File: config.mk
export PLATFORM = sky130hd
export DESIGN_NAME = seven_segment_capture
export DESIGN_NICKNAME = d
export VERILOG_FILES = /design/src/rtl/seven_segment_capture.sv
export SDC_FILE = /design/constraint.sdc
export NUM_CORES = 1
export LEC_CHECK = 0
export BUFFER_PORTS_ARGS = -buffer_cell sky130_fd_sc_hd__buf_2
export CAP_MARGIN = 20
export CORE_ASPECT_RATIO = 0.9
export CORE_MARGIN = 3
export CORE_UTILIZATION = 40
export CTS_BUF_LIST = sky130_fd_sc_hd__clkbuf_16
export CTS_CLUSTER_SIZE = 28
export DETAILED_ROUTE_END_ITERATION = 6
export GPL_ROUTABILITY_DRIVEN = 0
export PLACE_DENSITY = 0.66
export SLEW_MARGIN = 20
export SYNTH_ARGS = -nofsm -noshare
export SYNTH_HDL_FRONTEND = slang
export SYNTH_SLANG_ARGS = --single-unit
File: constraint.sdc
create_clock -name clk -period 3.9 [get_ports clk]
set_clock_uncertainty 0.1 [all_clocks]
set_input_delay 0.78 -clock clk [delete_from_list [all_inputs] [get_ports clk]]
set_output_delay 0.78 -clock clk [all_outputs]
set_load 0.1 [all_outputs]
File: src/rtl/seven_segment_capture.sv
// Receive-side monitor for a multiplexed seven-segment display: synchronizes the
// active-low digit enables and segments, waits for the bus to settle, then decodes
// and stores one value per digit, pulsing frame_valid once every digit has been seen.
// Output latency: a pin change held constant updates the outputs on the
// SETTLE_CYCLES+3 rising edge after the change.
module seven_segment_capture #(
   parameter int NUM_DIGITS    = 4,
   parameter int HEX           = 0,
   parameter int SETTLE_CYCLES = 16
) (
   input  logic                    clk,
   input  logic                    rst,
   input  logic [NUM_DIGITS-1:0]   enable_in,
   input  logic [7:0]              led_in,
   output logic [4*NUM_DIGITS-1:0] digits_out,
   output logic [NUM_DIGITS-1:0]   dp_out,
   output logic [NUM_DIGITS-1:0]   digit_err,
   output logic                    frame_valid
);

   localparam int W  = NUM_DIGITS + 8;
   localparam int CW = $clog2(SETTLE_CYCLES + 1);
   localparam logic [CW-1:0]         CNT_ONE  = CW'(1);
   localparam logic [CW-1:0]         CNT_ZERO = CW'(0);
   localparam logic [CW-1:0]         CNT_MAX  = CW'(SETTLE_CYCLES);
   localparam logic [CW-1:0]         CNT_PRE  = CW'(SETTLE_CYCLES - 1);
   localparam logic [NUM_DIGITS-1:0] D_ZERO   = {NUM_DIGITS{1'b0}};
   localparam logic [NUM_DIGITS-1:0] D_ONES   = {NUM_DIGITS{1'b1}};
   localparam logic [NUM_DIGITS-1:0] D_ONE    = NUM_DIGITS'(1);

   // Returns {valid, value}; segment order a..g, active-low.
   function automatic logic [4:0] decode_seg(input logic [6:0] seg);
      logic [4:0] r;
      r = 5'b0_0000;
      case (seg)
         7'b0000001: r = {1'b1, 4'h0};
         7'b1001111: r = {1'b1, 4'h1};
         7'b0010010: r = {1'b1, 4'h2};
         7'b0000110: r = {1'b1, 4'h3};
         7'b1001100: r = {1'b1, 4'h4};
         7'b0100100: r = {1'b1, 4'h5};
         7'b0100000: r = {1'b1, 4'h6};
         7'b0001111: r = {1'b1, 4'h7};
         7'b0000000: r = {1'b1, 4'h8};
         7'b0000100: r = {1'b1, 4'h9};
         7'b0001000: r = (HEX != 0) ? {1'b1, 4'hA} : 5'b0_0000;
         7'b1100000: r = (HEX != 0) ? {1'b1, 4'hB} : 5'b0_0000;
         7'b0110001: r = (HEX != 0) ? {1'b1, 4'hC} : 5'b0_0000;
         7'b1000010: r = (HEX != 0) ? {1'b1, 4'hD} : 5'b0_0000;
         7'b0110000: r = (HEX != 0) ? {1'b1, 4'hE} : 5'b0_0000;
         7'b0111000: r = (HEX != 0) ? {1'b1, 4'hF} : 5'b0_0000;
         default:    r = 5'b0_0000;
      endcase
      return r;
   endfunction

   logic [NUM_DIGITS-1:0] en_meta_r, en_sync_r;
   logic [7:0]            led_meta_r, led_sync_r;
   logic [W-1:0]          prev_r;
   logic [CW-1:0]         cnt_r;
   logic [NUM_DIGITS-1:0] seen_r;

   logic [W-1:0]          sample_s;
   logic                  match_s;
   logic                  capture_s;
   logic [NUM_DIGITS-1:0] low_s;
   logic                  single_s;
   logic [4:0]            dec_s;
   logic [NUM_DIGITS-1:0] seen_next_s;

   // Settle detection, one-hot-low check and decode of the synchronized word.
   always_comb begin
      sample_s    = {en_sync_r, led_sync_r};
      match_s     = (sample_s == prev_r);
      capture_s   = match_s && (cnt_r == CNT_PRE);
      low_s       = ~en_sync_r;
      single_s    = (low_s != D_ZERO) && ((low_s & (low_s - D_ONE)) == D_ZERO);
      dec_s       = decode_seg(led_sync_r[7:1]);
      seen_next_s = seen_r | low_s;
   end

   // Two-flop synchronizers; reset to the inactive (all-ones) bus level.
   always_ff @(posedge clk or posedge rst) begin
      if (rst) begin
         en_meta_r  <= D_ONES;
         en_sync_r  <= D_ONES;
         led_meta_r <= 8'hFF;
         led_sync_r <= 8'hFF;
      end else begin
         en_meta_r  <= enable_in;
         en_sync_r  <= en_meta_r;
         led_meta_r <= led_in;
         led_sync_r <= led_meta_r;
      end
   end

   // Stability counter, capture into the digit slots and frame tracking.
   always_ff @(posedge clk or posedge rst) begin
      if (rst) begin
         prev_r      <= {W{1'b1}};
         cnt_r       <= CNT_ZERO;
         seen_r      <= D_ZERO;
         digits_out  <= {(4*NUM_DIGITS){1'b0}};
         dp_out      <= D_ZERO;
         digit_err   <= D_ZERO;
         frame_valid <= 1'b0;
      end else begin
         prev_r      <= sample_s;
         frame_valid <= 1'b0;
         if (!match_s) begin
            cnt_r <= CNT_ZERO;
         end else if (cnt_r != CNT_MAX) begin
            cnt_r <= cnt_r + CNT_ONE;
         end
         if (capture_s && single_s) begin
            for (int i = 0; i < NUM_DIGITS; i++) begin
               if (low_s[i]) begin
                  dp_out[i]    <= ~led_sync_r[0];
                  digit_err[i] <= ~dec_s[4];
                  if (dec_s[4]) begin
                     digits_out[4*i +: 4] <= dec_s[3:0];
                  end
               end
            end
            // A completing capture pulses and restarts the mask in the same edge.
            if (seen_next_s == D_ONES) begin
               frame_valid <= 1'b1;
               seen_r      <= D_ZERO;
            end else begin
               seen_r <= seen_next_s;
            end
         end
      end
   end

endmodule

**After elaboration in Yosys (flattened, before gate mapping)**

Cells that the tools add are included.

- Flip-flop bits (word level): 70
- Bits of input ports: 14
- Output and inout port bits: 25
- Logic and storage cells: 61

- Add/subtract/negate cells: 2
- Equality and inequality tests: 14
- Mux-type cells: 6
- Bitwise gates (word level): 5
- Reductions and logical operators: 14

Operators with widths:

| kind | number |
|---|---|
| 5-bit one-hot mux with 10 select lines | 1 |
| 7-bit by 3-bit equality test with 1-bit output, second input constant | 2 |
| 7-bit by 6-bit equality test with 1-bit output, second input constant | 2 |
| 7-bit equality test, second input constant | 2 |
| 12-bit equality test | 1 |
| 3-bit AND reduction | 4 |
| 5-bit two-way mux | 2 |
| 2-bit AND reduction | 4 |
| 7-bit by 1-bit equality test with 1-bit output, second input constant | 1 |
| 7-bit by 4-bit equality test with 1-bit output, second input constant | 1 |
| 7-bit by 5-bit equality test with 1-bit output, second input constant | 1 |
| 7-bit logical NOT | 1 |
| 5-bit by 1-bit adder with 5-bit output, second input constant | 1 |
| 5-bit by 4-bit equality test with 1-bit output, second input constant | 1 |
| 5-bit != test, second input constant | 1 |
| 4-bit bitwise AND | 1 |
| 4-bit equality test, second input constant | 1 |
| 4-bit logical NOT | 1 |
| 4-bit two-way mux | 1 |
| 4-bit NOT | 1 |
| 4-bit bitwise OR | 1 |
| 4-bit nonzero test | 1 |
| 4-bit by 1-bit subtractor with 4-bit output, second input constant | 1 |
| 1-bit logical AND | 3 |
| 3 further kinds | 5 |

**Logic depth before layout (Yosys ltp)**

- Depth after elaboration: 7
- Mapped depth: 8
- Gate-level depth less buffers: 7

**Worst setup path before layout**

Ideal clock, no wire load.

- Kind: reg-to-reg
- Start point: register led_sync_r[6]
- End point: register digits_out[1]
- Library setup time: 0.128 ns
- Arrival time: 2.189 ns
- Required time: 3.672 ns
- Slack: 1.483 ns
- Stages on the path, launching flop included: 7
- Path buffers: 1
- Clock period less this slack: 2.417 ns
- Cells stage by stage: dfstp_2 > buf_4 > or3b_1 > a211oi_2 > nor3_2 > a2111oi_4 > mux2_1

- Cells in the longest elaborated chain, start to end: 4
- Elaborated cells between the ends (all ways): 15
- Classes of those cells: eq/ne (10); mux (1); reduce/logical (4)

RTL lines:

| item | RTL line | RTL |
|---|---|---|
| start, declared | 58 | `logic [7:0] led_meta_r, led_sync_r;` |
| start signal, assigned | 93 | `led_sync_r <= led_meta_r;` |
| branches (longest 4 deep; another with 5-bit one-hot mux with 10 select lines) | - |  |
| end signal, assigned | 103 | `digits_out <= {(4*NUM_DIGITS){1'b0}};` |
| end signal, assigned by index | 121 | `digits_out[4*i +: 4] <= dec_s[3:0];` |
| end, declared | 15 | `output logic [4*NUM_DIGITS-1:0] digits_out,` |

Parallel ways; which one is timed is not known.
A chain may end at the register's enable or synchronous reset.

**Final worst setup path**

- Start point: register cnt_r[1]
- End point: register digit_err[1]

- Cells in the longest elaborated chain, start to end: 4

RTL lines:

| item | RTL line | RTL |
|---|---|---|
| start, declared | 60 | `logic [CW-1:0] cnt_r;` |
| start signal, assigned | 113 | `cnt_r <= cnt_r + CNT_ONE;` |
| 5-bit by 4-bit equality test with 1-bit output | 75 | `capture_s = match_s && (cnt_r == CNT_PRE);` |
| 1-bit logical AND | 75 |  |
| 1-bit logical AND | 115 | `if (capture_s && single_s) begin` |
| 2-bit AND reduction (no source line) | - |  |
| end signal, assigned by index | 119 | `digit_err[i] <= ~dec_s[4];` |
| end, declared | 17 | `output logic [NUM_DIGITS-1:0] digit_err,` |

Every way passes these cells.

==> summary.txt <==
Pwr
  • Switching Power: 0.000341 W
  • Comb power frac: 2.9%
  • Static Leak: 1.52 nW
  • Peak VDD IR: 238 uV
  • P_int: 0.00131 W
  • Clock power frac: 49.7%
  • Switch share: 20.7%
  • Power Density: 482 mW/mm2
  • Seq pwr share: 47.4%

Timing
  • Max Freq: 399 MHz
  • RSZ-0062 raised after global routing: no
  • Final Setup Violations: 0
  • Setup TNS Final: 0 ns
  • Crit path time final: 2.51 ns
  • Hold Vio Cnt, Final: 0
  • Fin worst setup slack: 1.39 ns
  • Count of pins over their slew limit: 0
  • Slew of the pin with the lowest slew margin: 0.899 ns
  • Final Cycle Share: 64.3%
  • Max_slew headroom: 39.2%

Place
  • Dpl hpwl: 3540 um
  • Pre-CTS setup slack: 1.39 ns
  • IO Port Bufs: 38

Yosys
  • Compound-cell area share of the yosys netlist: 8.61%
  • Simple-gate share of the synthesized area: 9.31%
  • Number of synthesized register bits: 70
  • Asr flop ratio synth: 100%
  • Post-Syn Nets: 235
  • Synthesis warning total: 0
  • Number of synthesized flops with an enable pin: 0
  • Register area share after synthesis: 63.1%
  • Largest family of logic cells by synthesized area: simple AND/OR/NAND/NOR gates
  • Post-synthesis mux area share: 7.64%
  • Cells after synthesis: 218
  • Synth Area per Inst: 13.1 um2
  • Adder-Cell Fraction of Synth Area: 1.32%
  • Netlist cell types: 49
  • Xor/xnor share of the synthesized area: 4.92%
  • Top_reg_cell synth: dfstp_2
  • Cell Area, Synth: 0.00285 mm2

Clock tree
  • CTS Buffer Depth: 2
  • Post-CTS sizing: 0
  • Clock slew at reported path FFs: 0.06 ns
  • CTS tree: done
  • Hold buffers post-CTS: 0
  • Worst-skew pair later-pin latency: 0.33 ns
  • Max H-tree Level: 3
  • TritonCTS sink count: 70
  • Cts bufs inserted: 9
  • Root Buffer: clkbuf_16
  • Post-CTS Setup Inserts: 0

Floorplanning
  • Initial Utilization: 42.4%
  • Core area: 0.00673 mm2
  • Die ar.: 0.00817 mm2
  • Io pins: 39
  • Die Wd: 95.0 um
  • DIE HEIGHT: 86.1 um
  • Std cell rows: 28

Global routing
  • GRT overflow: 0
  • GRT Total Usage: 14.3%
  • Wire length of the first global-routing pass: 8770 um
  • Initial antenna violation count: 0
  • Largest net degree at the start of global routing: 45
  • Vias in the first global route: 1781

Route
  • First DRT Iteration DRCs: 71
  • 1st-pass router iterations: 4
  • Routed vias/inst: 4.85
  • Number of remaining DRC errors: 0
  • Avg WL per Cell: 14.1 um
  • DRT Wirelength: 4990 um
  • Routed vias: 1723
  • Final ANT Viol Nets: 0

Final layout
  • Register area: 0.00180 mm2
  • Syn-to-layout area delta: 20.3%
  • Share of layout cells above drive strength 1: 38.5%
  • Multi-input gate area: 906 um2
  • Fillers: 625
  • Final Net Count: 278
  • Ant diodes: 0

Worst setup path
  • Reg-to-reg slack, setup: 1.39 ns
  • Worst EP required: 4.01 ns
  • CP Max Fanout: 4
  • Setup Crit Path Kind: reg2reg
  • Worst Setup Start Kind: register
  • Arrival time at the worst endpoint: 2.62 ns
  • Crit end category: register

Min path
  • Worst Hold Class: reg2reg

Run status
  • Status: finished clean

Flow run
  • MaxCap Viol Count: 0
[cell usage after synthesis (all sizes together) (2+ instances only)]
cell / n / area share (%)
dfstp: 36 / 33
dfrtp: 34 / 30
inv: 27 / 3.6
mux2i: 15 / 5.3
xor2: 13 / 4.0
nor2: 8 / 1.1
mux2: 6 / 2.4
buf: 5 / 1.2
nor4: 5 / 1.1
o21ai: 5 / 0.88
a211oi: 4 / 1.8
nand2: 4 / 0.53
nor3: 4 / 0.88
a21oi: 3 / 0.53
and2: 3 / 0.66
clkbuf: 3 / 0.40
ha: 3 / 1.3
o21a: 3 / 0.79
o31ai: 3 / 0.79
xnor2: 3 / 0.92
a2111oi: 2 / 1.3
and3: 2 / 0.44
nand2b: 2 / 0.44
nand3: 2 / 0.35
nor2b: 2 / 0.44
nor3b: 2 / 0.53
o2bb2ai: 2 / 0.61
[power groups by stage]
stage | Clock [W] | Combinational, W | Sequential (W)
final | 0.000821 | 0.0000480 | 0.000782
after global routing | 0.000884 | 0.0000563 | 0.000785
after CTS | 0.000845 | 0.0000497 | 0.000782
after detailed placement | 0 | 0.0000495 | 0.000794
after global placement | 0 | 0.0000484 | 0.000793
after floorplan | 0 | 0.0000422 | 0.000782
[worst max-delay path: stages, from the launching register on]
cell and delay [ns]:
dfrtp_1 0.39, ha_1 0.20, and3_1 0.16, ha_1 0.20, inv_1 0.06, or4b_2 0.69, nor2_1 0.23, mux2_2 0.36
[per-layer routing]
| layer | vias up | share of wire [%] | GRT usage (%) |
|---|---|---|---|
| li1 | 825 | - | - |
| met1 | 846 | 47 | 19.3 |
| met2 | 45 | 45 | 20.4 |
| met3 | 7 | 6.9 | 6.14 |
| met4 | 0 | 1.4 | 5.11 |
| met5 | - | 0 | 0 |
[kinds of logic after synthesis]
logic type / Yosys count
simple gates: 44
compound gates: 29
xor+xnor: 16
flops: 70
buf+inv: 35
fa+ha+maj: 3
mux: 21
[layout by cell type (no fill, tap or decap), drive strengths merged, types with 4 or more instances in the layout]
cell	instances
clkbuf	10
xor2	13
nor2	8
o21ai	5
inv	29
a211oi	4
nand2	4
mux2	6
mux2i	15
nor4	5
nor3	4
dfrtp	34
buf	40
dfstp	36
[sequential cells by signal, indices dropped and copies added, names as in the netlist]
register     count
digits_out      16
prev_r          12
led_meta_r       8
led_sync_r       8
cnt_r            5
digit_err        4
dp_out           4
en_meta_r        4
en_sync_r        4
seen_r           4
frame_valid      1
[final cells by class]
class / instances / share of cell area (%)
multi-input cells: 113 / 26.4
inverters: 27 / 2.96
clock buffers: 10 / 7.30
clock inverters: 5 / 1.61
repair buffers: 40 / 5.99
flip-flops and latches: 70 / 52.4
well taps: 90 / 3.29
[final timing paths]
check | start | end | depth (start not counted)
setup / recovery | cnt_r[1] | digit_err[1] | 7
hold / removal | led_meta_r[7] | led_sync_r[7] | 0
setup reg to reg | cnt_r[1] | digit_err[1] | 7
hold reg to reg | led_meta_r[7] | led_sync_r[7] | 0
max in group asynchronous | rst | prev_r[11] | 3
min in group asynchronous | rst | digits_out[3] | 2
[stage by stage]
| step | area, um2 | total power (W) | instances | util, % | hold slack (ns) |
|---|---|---|---|---|---|
| after floorplan | 2850 | 0.000824 | 218 | - | 0.245 |
| after global placement | 3120 | 0.000841 | 340 | 46.4 | 0.246 |
| after detailed placement | 3120 | 0.000843 | 340 | 46.4 | 0.247 |
| after CTS | 3430 | 0.00168 | 355 | 50.9 | 0.255 |
| after global routing | 3430 | 0.00172 | 355 | 50.9 | 0.257 |
| final | 3430 | 0.00165 | 355 | 50.9 | 0.254 |
Power figures use the tool's default switching activity.
